==> src/rtl/risc_control_fsm.sv <==
// Sequencing controller for the Simple RISC Machine: a Moore FSM that steps the datapath
// through register fetch, ALU compute and write-back for the latched {opcode, op}.
module risc_control_fsm (
  input  logic       clk,
  input  logic       reset,
  input  logic       s,
  input  logic [2:0] opcode,
  input  logic [1:0] op,
  output logic       w,
  output logic [2:0] nsel,
  output logic [3:0] vsel,
  output logic       loada,
  output logic       loadb,
  output logic       loadc,
  output logic       loads,
  output logic       asel,
  output logic       bsel,
  output logic       write,
  output logic       illegal
);

  typedef enum logic [2:0] {
    StWait,
    StDecode,
    StGetA,
    StGetB,
    StCompute,
    StWriteReg,
    StWriteImm
  } state_e;

  localparam logic [4:0] CodeMovImm = 5'b110_10;
  localparam logic [4:0] CodeMovReg = 5'b110_00;
  localparam logic [4:0] CodeMvn    = 5'b101_11;
  localparam logic [4:0] CodeAdd    = 5'b101_00;
  localparam logic [4:0] CodeCmp    = 5'b101_01;
  localparam logic [4:0] CodeAnd    = 5'b101_10;

  localparam logic [2:0] NselNone = 3'b000;
  localparam logic [2:0] NselRn   = 3'b001;
  localparam logic [2:0] NselRd   = 3'b010;
  localparam logic [2:0] NselRm   = 3'b100;

  localparam logic [3:0] VselC     = 4'b0001;
  localparam logic [3:0] VselImm8  = 4'b0100;

  state_e     r_state;
  state_e     w_state_next;
  logic [4:0] r_code;
  logic       w_code_illegal;
  logic       w_unary;

  // State register: reset forces WAIT without a clock edge.
  always_ff @(posedge clk or negedge reset) begin
    if (!reset) begin
      r_state <= StWait;
    end else begin
      r_state <= w_state_next;
    end
  end

  // The code is captured only on the accepting WAIT edge, so the decoder may
  // change its opcode/op inputs freely while an instruction is in flight.
  always_ff @(posedge clk or negedge reset) begin
    if (!reset) begin
      r_code <= 5'b000_00;
    end else if ((r_state == StWait) && s) begin
      r_code <= {opcode, op};
    end
  end

  always_comb begin
    w_code_illegal = 1'b0;
    unique case (r_code)
      CodeMovImm, CodeMovReg, CodeMvn, CodeAdd, CodeCmp, CodeAnd: w_code_illegal = 1'b0;
      default:                                                     w_code_illegal = 1'b1;
    endcase
  end

  // MOV-reg and MVN are single-operand: A side is forced to zero.
  assign w_unary = (r_code == CodeMovReg) || (r_code == CodeMvn);

  always_comb begin
    w_state_next = r_state;
    unique case (r_state)
      StWait: begin
        if (s) begin
          w_state_next = StDecode;
        end
      end
      StDecode: begin
        unique case (r_code)
          CodeMovImm:                w_state_next = StWriteImm;
          CodeMovReg, CodeMvn:       w_state_next = StGetB;
          CodeAdd, CodeCmp, CodeAnd: w_state_next = StGetA;
          default:                   w_state_next = StWait;
        endcase
      end
      StGetA:     w_state_next = StGetB;
      StGetB:     w_state_next = StCompute;
      StCompute:  w_state_next = (r_code == CodeCmp) ? StWait : StWriteReg;
      StWriteReg: w_state_next = StWait;
      StWriteImm: w_state_next = StWait;
      default:    w_state_next = StWait;
    endcase
  end

  // Outputs are qualified by reset so an in-flight write is dropped the instant reset asserts.
  always_comb begin
    w       = 1'b0;
    nsel    = NselNone;
    vsel    = 4'b0000;
    loada   = 1'b0;
    loadb   = 1'b0;
    loadc   = 1'b0;
    loads   = 1'b0;
    asel    = 1'b0;
    bsel    = 1'b0;
    write   = 1'b0;
    illegal = 1'b0;
    if (!reset) begin
      w = 1'b1;
    end else begin
      unique case (r_state)
        StWait: begin
          w = 1'b1;
        end
        StDecode: begin
          illegal = w_code_illegal;
        end
        StGetA: begin
          nsel  = NselRn;
          loada = 1'b1;
        end
        StGetB: begin
          nsel  = NselRm;
          loadb = 1'b1;
        end
        StCompute: begin
          asel = w_unary;
          if (r_code == CodeCmp) begin
            loads = 1'b1;
          end else begin
            loadc = 1'b1;
          end
        end
        StWriteReg: begin
          nsel  = NselRd;
          vsel  = VselC;
          write = 1'b1;
        end
        StWriteImm: begin
          nsel  = NselRn;
          vsel  = VselImm8;
          write = 1'b1;
        end
        default: begin
          w = 1'b1;
        end
      endcase
    end
  end

endmodule

==> config.mk <==
export PLATFORM = sky130hd
export DESIGN_NAME = risc_control_fsm
export DESIGN_NICKNAME = d
export VERILOG_FILES = /design/src/rtl/risc_control_fsm.sv
export SDC_FILE = /design/constraint.sdc
export NUM_CORES = 1
export LEC_CHECK = 0
export BUFFER_PORTS_ARGS = -buffer_cell sky130_fd_sc_hd__buf_2
export CAP_MARGIN = 10
export CORE_AREA = 2 2 39 41
export CTS_BUF_LIST = sky130_fd_sc_hd__clkbuf_4 sky130_fd_sc_hd__clkbuf_8 sky130_fd_sc_hd__clkbuf_16
export CTS_CLUSTER_DIAMETER = 100
export DETAILED_ROUTE_END_ITERATION = 7
export DIE_AREA = 0 0 41 43
export PLACE_DENSITY = 0.71
export SLEW_MARGIN = 40
export SYNTH_ARGS = -nofsm -noshare
export SYNTH_HDL_FRONTEND = slang
export SYNTH_SLANG_ARGS = --single-unit
==> constraint.sdc <==
create_clock -name clk -period 1.8 [get_ports clk]
set_clock_uncertainty 0.1 [all_clocks]
set_input_delay 0.36 -clock clk [delete_from_list [all_inputs] [get_ports clk]]
set_output_delay 0.36 -clock clk [all_outputs]
set_load 0.03 [all_outputs]
==> flow_summary.json, run 1 <==
{
  "status": "finished, violations left",
  "violations": "negative setup slack",
  "synth_xor_area_share_pct": 0,
  "synth_mux_area_share_pct": 10.37,
  "antenna_found_initial": 0,
  "p_leak_uw": 0.0004122,
  "finish.utilization_pct": 59.86,
  "clk_latency_ps": 250,
  "ctsLongestPathBuffers": 2,
  "synth-simple-area-share_pct": 33.41,
  "min_path_type": "input port to register",
  "synth_ff_type": "dfrtp_1",
  "timing.final.crit_share_pct": 103.4,
  "dieArea_um2": 1763,
  "fin_cells": 108,
  "syn_inst": 58,
  "ir_worst_vdd_mv": 0.8797,
  "syn2layout_area_growth_pct": 52.53,
  "yosys_warnings": 0,
  "viasPerCell": 4.935,
  "place_hpwl_um": 776,
  "initial_utilization_pct": 39.24,
  "drc": 0,
  "synth_top_area_share_pct": 36.87,
  "grt_pass1_vias": 447,
  "crit_arrival_ps": 1400,
  "num_vias": 533,
  "synthArstFlopShare_pct": 100.0,
  "gp_routability_congestion": 0.7625,
  "synth_seq_area_share_pct": 36.87,
  "syn_avg_cell_area_um2": 9.362,
  "p_per_area_nw_per_um2": 1688,
  "total_power_uw": 1398,
  "drv_cap": 0,
  "synth_top_family_by_area": "simple AND/OR/NAND/NOR gates",
  "crit_chain": "nor3b_2, o21ai_1, and4b_1, buf_6",
  "numPortBuffers": 20,
  "drt_iter0_drc": 8,
  "netlist_area_um2": 543.0,
  "worst_slack_ps": -61.86,
  "fmax_mhz": 537.1,
  "criticalPathCategory": "register to primary output",
  "place_inst": 91,
  "rsz0062_at_grt": "true",
  "wl_per_cell_um": 11.34,
  "ant_nets": 0,
  "drv_slew": 0,
  "hold_viol_final": 0,
  "cts_tree": "yes",
  "cts.sinks": 8,
  "nets": 102,
  "synth_cell_types": 27,
  "critical_path_required_ps": 1340,
  "numCtsBuffers": 3,
  "num_rows": 14,
  "track_usage_pct": 15.63,
  "min_period_ps": 1862,
  "end_kind": "primary output",
  "synth_adder_area_share_pct": 0,
  "slowest_delay_ps": 420,
  "synth_compound_area_share_pct": 10.60,
  "ys_ff_latch": 8,
  "placeableCoreArea_um2": 1384,
  "wl_um": 1225,
  "antennaDiodeCount": 0,
  "io_pins": 24,
  "synth_area_leaders": "dfrtp_1 37%, mux2_2 10%, buf_4 5.5%",
  "grt_max_degree": 8,
  "overflow": 0,
  "fillers": 122,
  "drive_above_1_share_pct": 59.78,
  "setup_viol": 1,
  "dieWidth_um": 41,
  "clk_pin_slew_ps": 50,
  "fin_hold_ws_ps": 239.5,
  "critical_path.slowest_cell": "dfrtp_1",
  "die_h_um": 43,
  "yosys.area.top_type": "dfrtp_1",
  "grt_pass1_wl_um": 1849,
  "htree_levels": 1,
  "cts_root_buf": "clkbuf_4",
  "dr.pass1.iters": 4,
  "synth_edf_count": 0,
  "path_buf_inv": 1,
  "crit_fanout": 6,
  "start_kind": "register",
  "crit_family": "flip-flops"
}
state kept, by name, summed over array words and instances (netlist names):
register,flops
r_code,5
r_state,3
repair_timing:
| item | CTS | global route |
|---|---|---|
| pin swaps | 4 | 3 |
| hold buffers | 1 | 0 |
| setup buffers | 10 | 3 |
| endpoints found under the setup margin | 8 | 7 |
| gates resized for setup | 10 | 12 |
| hold endpoints to repair | 8 | 0 |
layout make-up:
cell class	instances	area (um^2)	share of cell area, %
Multi-Input combinational cell	45	332.8	40.18
Timing Repair Buffer	36	247.7	29.91
Sequential cell	8	205.2	24.77
Clock buffer	3	22.52	2.719
Tap cell	16	20.02	2.417
routing by layer:
metal	GRT usage (%)	vias up	part of all wire, %
met5	0	-	0
met4	4.000	0	0
met3	6.283	0	7.3
met2	27.19	22	54
met1	16.33	238	38
li1	-	273	-
placed cells by master (no fill, tap or decap), types with 3 or more instances in the layout:
cell / instances
buf_2: 13
clkbuf_4: 3
buf_4: 20
dfrtp_2: 4
dfrtp_1: 4
mux2_2: 5
conb_1: 3
nor2_1: 5
path summary, 6_finish.rpt:
check | from | endpoint | cells after the start | slack [ps]
max in group asynchronous | reset | r_code[0] | 3 | 900
worst max register to register | r_state[0] | r_code[0] | 4 | 90
min in group asynchronous | reset | r_state[0] | 2 | 380
worst min-delay path | opcode[2] | r_code[4] | 2 | 240
worst max-delay path | r_code[3] | illegal | 4 | -60
worst min register to register | r_code[0] | r_code[0] | 1 | 490
cells in the mapped netlist (all sizes together) (2+ instances only):
| cell type | number |
|---|---|
| and4b | 2 |
| buf | 6 |
| nand3b | 2 |
| o21ai | 4 |
| nand2 | 2 |
| nor2 | 7 |
| and3 | 2 |
| nor3 | 2 |
| nand2b | 2 |
| nand3 | 2 |
| mux2 | 5 |
| nor4b | 2 |
| dfrtp | 8 |
| nor2b | 2 |
where the power goes:
group	leakage [uW]	total, uW	switching [uW]	internal (uW)
clock	0.0000138	133	57.3	76.0
combinational	0.000305	856	398	458
sequential	0.0000933	409	128	281
total	0.000412	1400	583	815
cell families after synthesis:
logic type             after synthesis
AOI/OAI and AO/OA                    9
buffers and inverters                7
and+or+nand+nor                     28
muxes                                5
DFF                                  8
other                                1
metrics by stage:
step / cell area [um^2] / setup WS [ps] / TNS (ps)
2_1_floorplan: 560.5 / -1.921 / -1.921
3_5_place_dp: 651.9 / 86.65 / 0
3_3_place_gp: 651.9 / 132.7 / 0
4_1_cts: 784.5 / -16.70 / -16.70
6_report: 828.3 / -61.86 / -61.86
5_1_grt: 828.3 / -110.9 / -237.0
Note: power is estimated with default switching activity, not from simulation.
==> run 2, diff against run 1 <==
BUFFER_PORTS_ARGS = unset   (was -buffer_cell sky130_fd_sc_hd__buf_2)
DONT_BUFFER_PORTS = 1   (was unset)
PLACE_DENSITY = unset   (was 0.71)
==> run 2 against run 1 <==
  * The run still ends with negative setup slack left
  * Routed wire length increased by 9.3%
  * Sequential cell count unchanged
  * Count of clock-buffer cells in the layout unchanged
  * Global-route usage grew 1.2 points
  * Sequential power increased by 12%
  * Largest cell class unchanged
  * Highest routed layer is now met4
==> flow_summary.json, run 2 (synthesized netlist as in run 1, its figures left out) <==
{
  "end_kind": "primary output",
  "clkPwrFrac_pct": 9.8,
  "io_pins": 24,
  "final_common_cell": "buf_4",
  "clk_pin_slew_ps": 50,
  "num_vias": 490,
  "rsz0062_at_grt": "true",
  "track_usage_pct": 16.87,
  "drv_slew": 0,
  "hold_viol_final": 0,
  "crit_arrival_ps": 1390,
  "num_rows": 14,
  "cts.sinks": 8,
  "grt_pass1_vias": 437,
  "seqPwrFrac_pct": 32.4,
  "r2r_cells": 3,
  "ant_nets": 0,
  "viasPerCell": 5.326,
  "place_hpwl_um": 796.9,
  "min_path_cells": 1,
  "largest_reg_flops": 5,
  "cts_root_buf": "clkbuf_4",
  "syn2layout_area_growth_pct": 45.16,
  "overflow": 0,
  "antennaDiodeCount": 0,
  "dieArea_um2": 1763,
  "min_period_ps": 1846,
  "fin_hold_ws_ps": 151.2,
  "gp_routability_congestion": 0.7747,
  "ir_worst_vdd_mv": 1.023,
  "crit_fanout": 6,
  "p_sw_share_pct": 44.58,
  "clk_latency_ps": 260,
  "dpl_cell_area_um2": 611.8,
  "top_register": "r_code",
  "most-common-layout-cells": "19 x buf_4, 5 x mux2_2, 5 x dfrtp_2, 4 x nor2_1",
  "wl_um": 1339,
  "p_per_area_nw_per_um2": 1803,
  "drive_above_1_share_pct": 60.53,
  "dieWidth_um": 41,
  "reg.largest.list": "r_code: 5 flops, r_state: 3 flops",
  "dr.pass1.iters": 1,
  "drv_cap": 0,
  "slowest_delay_ps": 460,
  "p_leak_uw": 0.0003525,
  "nets": 86,
  "comb_power_share_pct": 57.9,
  "ctsLongestPathBuffers": 2,
  "total_power_uw": 1421,
  "setup_viol": 2,
  "initial_utilization_pct": 39.24,
  "p_sw_uw": 633.7,
  "stdcell_area_um2": 788.3,
  "wl_per_cell_um": 14.55,
  "start_kind": "register",
  "htree_levels": 1,
  "numCtsBuffers": 3,
  "crit_chain": "nor4b_4, o21ai_2, nor2_1, buf_4",
  "status": "finished, violations left",
  "worst_slack_ps": -45.80,
  "fmax_mhz": 541.8,
  "min_path_type": "input port to register",
  "numPortBuffers": 0,
  "p_int_uw": 787.7,
  "timing.final.crit_share_pct": 102.5,
  "grt_max_degree": 11,
  "cts_tree": "yes",
  "die_h_um": 43,
  "criticalPathCategory": "register to primary output",
  "drc": 0,
  "violations": "negative setup slack",
  "critical_path_required_ps": 1340,
  "antenna_found_initial": 0,
  "placeableCoreArea_um2": 1384,
  "grt_pass1_wl_um": 1814,
  "critical_path.slowest_cell": "dfrtp_2",
  "drt_iter0_drc": 0
}
run 2: path summary, 6_finish.rpt:
check | endpoint | slack (ps) | from
max | asel | -50 | r_code[2]
min reg2reg | r_code[3] | 510 | r_code[3]
min | r_code[2] | 150 | opcode[0]
max reg2reg | r_code[0] | 170 | r_state[0]
min in group asynchronous | r_code[1] | 340 | reset
max in group asynchronous | r_code[0] | 980 | reset
run 2: per-layer routing:
metal	GRT usage, %	part of all wire (%)	vias up
met1	13.38	34	233
met5	0	0	-
met2	29.06	59	11
met4	14.00	2.9	0
met3	6.283	4.3	5
li1	-	-	241
run 2: final cells by class:
cell class / instances / area [um^2]
well taps: 16 / 20.02
flip-flops and latches: 8 / 206.4
clock buffers: 3 / 22.52
fillers: 129 / 595.6
repair buffers: 20 / 152.6
multi-input cells: 45 / 386.6
run 2: power by group through the flow:
stage | clock, uW | combinational (uW) | sequential (uW)
2_1_floorplan | 0 | 501 | 356
6_report | 139 | 823 | 460
4_1_cts | 142 | 762 | 427
3_3_place_gp | 0 | 532 | 424
3_5_place_dp | 0 | 539 | 432
5_1_grt | 153 | 876 | 479
run 2: what timing repair did:
| action | in CTS | in global routing |
|---|---|---|
| resized for setup | 13 | 8 |
| hold buffers | 1 | 0 |
| hold endpoints to repair | 8 | 0 |
| setup endpoints to repair | 8 | 9 |
| buffers inserted | 9 | 0 |
| pin swaps | 4 | 3 |
run 2: stage by stage:
step                setup TNS [ps]  instances  utilization, %  setup slack (ps)
floorplan                   -1.921         60               -            -1.921
detailed placement               0         79           44.21             132.7
global route                -334.0         92           56.96            -139.9
finish                      -85.10         92           56.96            -45.80
CTS                         -26.22         92           54.52            -15.52
global placement                 0         79           44.21             143.1
run 2: worst max-delay path: cells and delay by family (launching register included):
kind / cells / cell delay, ps
buffers and inverters: 1 / 160
DFF: 1 / 460
and+or+nand+nor: 2 / 410
AOI/OAI and AO/OA: 1 / 100
==> run 3, diff against run 2 <==
==> constraint.sdc (replaced) <==
create_clock -name clk -period 1.8 [get_ports clk]
set_clock_uncertainty 0.1 [all_clocks]
set_input_delay 0.09 -clock clk [delete_from_list [all_inputs] [get_ports clk]]
set_output_delay 0.09 -clock clk [all_outputs]
set_load 0.03 [all_outputs]
==> run 3 against run 2 <==
  * The flow now finishes without violations
  * Worst hold slack worse by 61 ps
  * Combinational power is 31% lower
  * Die area did not move
  * Global-route usage shrank 2.9 points
  * Routed wire length down 20%
  * Setup slack better by 160 ps
  * Register-to-register slack improved by 100 ps
  * Clock power down 6%
  * Cell area decreased by 13%
  * Count of clock-buffer cells in the layout is the same
  * Total power decreased by 23%
  * Non-clock buffer count is 4 lower
  * Critical path type unchanged
  * Critical endpoint is now loads
  * Highest routed layer is now met3
==> flow_summary.json, run 3 (synthesized netlist as in run 1, its figures left out) <==
{
  "die_h_um": 43,
  "min_path_type": "input port to async pin",
  "post_cts_resized": 0,
  "criticalPathCategory": "register to primary output",
  "ant_nets": 0,
  "place_hpwl_um": 791.4,
  "path_buf_inv": 1,
  "track_usage_pct": 13.95,
  "largest_reg_flops": 5,
  "grt_max_degree": 13,
  "crit_chain": "nor2b_2, nand3b_1, nor3_1, buf_4",
  "antenna_found_initial": 0,
  "dieWidth_um": 41,
  "drc": 0,
  "critical_path.slowest_cell": "dfrtp_1",
  "clk_latency_ps": 250,
  "htree_levels": 1,
  "regArea_um2": 200.2,
  "gp_routability_congestion": 0.6867,
  "place_inst": 78,
  "num_rows": 14,
  "crit_arrival_ps": 1490,
  "clk_pin_slew_ps": 50,
  "timing.final.crit_share_pct": 93.58,
  "antennaDiodeCount": 0,
  "multi_input_area_um2": 306.5,
  "rsz0062_at_grt": "false",
  "wl_per_cell_um": 12.13,
  "p_leak_uw": 0.0003090,
  "top_register": "r_code",
  "tns_ps": 0,
  "crit_family": "simple AND/OR/NAND/NOR gates",
  "setup_viol": 0,
  "drv_slew": 0,
  "placeableCoreArea_um2": 1384,
  "status": "completed",
  "numCtsBuffers": 3,
  "r2r_cells": 2,
  "cts.sinks": 8,
  "drt_iter0_drc": 5,
  "wl_um": 1067,
  "dr.pass1.iters": 2,
  "ir_worst_vdd_mv": 0.8494,
  "critical_path_required_ps": 1610,
  "end_kind": "primary output",
  "final_common_cell": "buf_4",
  "dieArea_um2": 1763,
  "reg.largest.list": "r_code: 5 flops, r_state: 3 flops",
  "fin_cells": 88,
  "syn2layout_area_growth_pct": 26.50,
  "drive_above_1_share_pct": 26.39,
  "overflow": 0,
  "r2r_end": "r_code[3]",
  "reg2reg_from": "r_state[1]",
  "crit_fanout": 11,
  "initial_utilization_pct": 39.24,
  "min_period_ps": 1684,
  "p_per_area_nw_per_um2": 1597,
  "cts_root_buf": "clkbuf_4",
  "io_pins": 24,
  "grt_pass1_wl_um": 1649,
  "fmax_mhz": 593.7,
  "drv_cap": 0,
  "slowest_delay_ps": 510,
  "num_vias": 447,
  "viasPerCell": 5.080,
  "cts_tree": "yes",
  "most-common-layout-cells": "9 x buf_4, 8 x dfrtp_1, 7 x nor2_1, 7 x dlygate4sd3_1, 5 x mux2_2",
  "ctsLongestPathBuffers": 2,
  "start_kind": "register",
  "hold_viol_final": 0,
  "fillers": 146,
  "numPortBuffers": 0,
  "r2r_slack_ps": 270,
  "grt_pass1_vias": 408,
  "nets": 82
}
[run 3: layout make-up]
type | count | share of cell area [%]
multi-input cells | 45 | 44.63
flip-flops and latches | 8 | 29.14
well taps | 16 | 2.914
clock buffers | 3 | 3.279
repair buffers | 16 | 20.04
[run 3: report_power, final]
part	leakage, uW	switching, uW	total, uW	internal [uW]
clock	0.0000138	54.0	130	75.8
sequential	0.0000980	125	397	272
combinational	0.000197	312	570	258
total	0.000309	491	1100	606
[run 3: what timing repair did]
item / in CTS / in global routing
endpoints found under the setup margin: 0 / 0
setup buffers: 0 / 0
hold buffers: 7 / 0
hold endpoints to repair: 14 / 0
[run 3: worst max-delay path by stage]
stage,from,to,slack (ps),cells after the start
2_1_floorplan,r_state[1],loads,90,4
3_3_place_gp,r_state[1],r_code[3],320,2
3_5_place_dp,r_state[1],r_code[0],260,2
4_1_cts,r_state[1],vsel[2],110,3
5_1_grt,r_state[1],vsel[2],20,3
6_report,r_state[1],loads,120,4
[run 3: per-stage QoR]
step	utilization [%]	hold slack (ps)	setup slack, ps	cell area [um^2]	total power (uW)
floorplan	-	-305.6	86.13	550.5	845.9
global placement	42.95	-305.3	317.9	594.3	948.9
detailed placement	42.95	-305.3	264.4	594.3	959.2
CTS	49.64	99.44	105.3	686.9	1111
global route	49.64	118.6	19.33	686.9	1186
finish	49.64	90.11	115.6	686.9	1097
[run 3: routing by layer]
layer | vias up | GRT usage (%) | wire length, um
met5 | - | 0 | 0
met4 | 0 | 2.667 | 0
met3 | 0 | 7.853 | 59
met2 | 11 | 22.19 | 566
met1 | 203 | 15.82 | 441
li1 | 233 | - | -
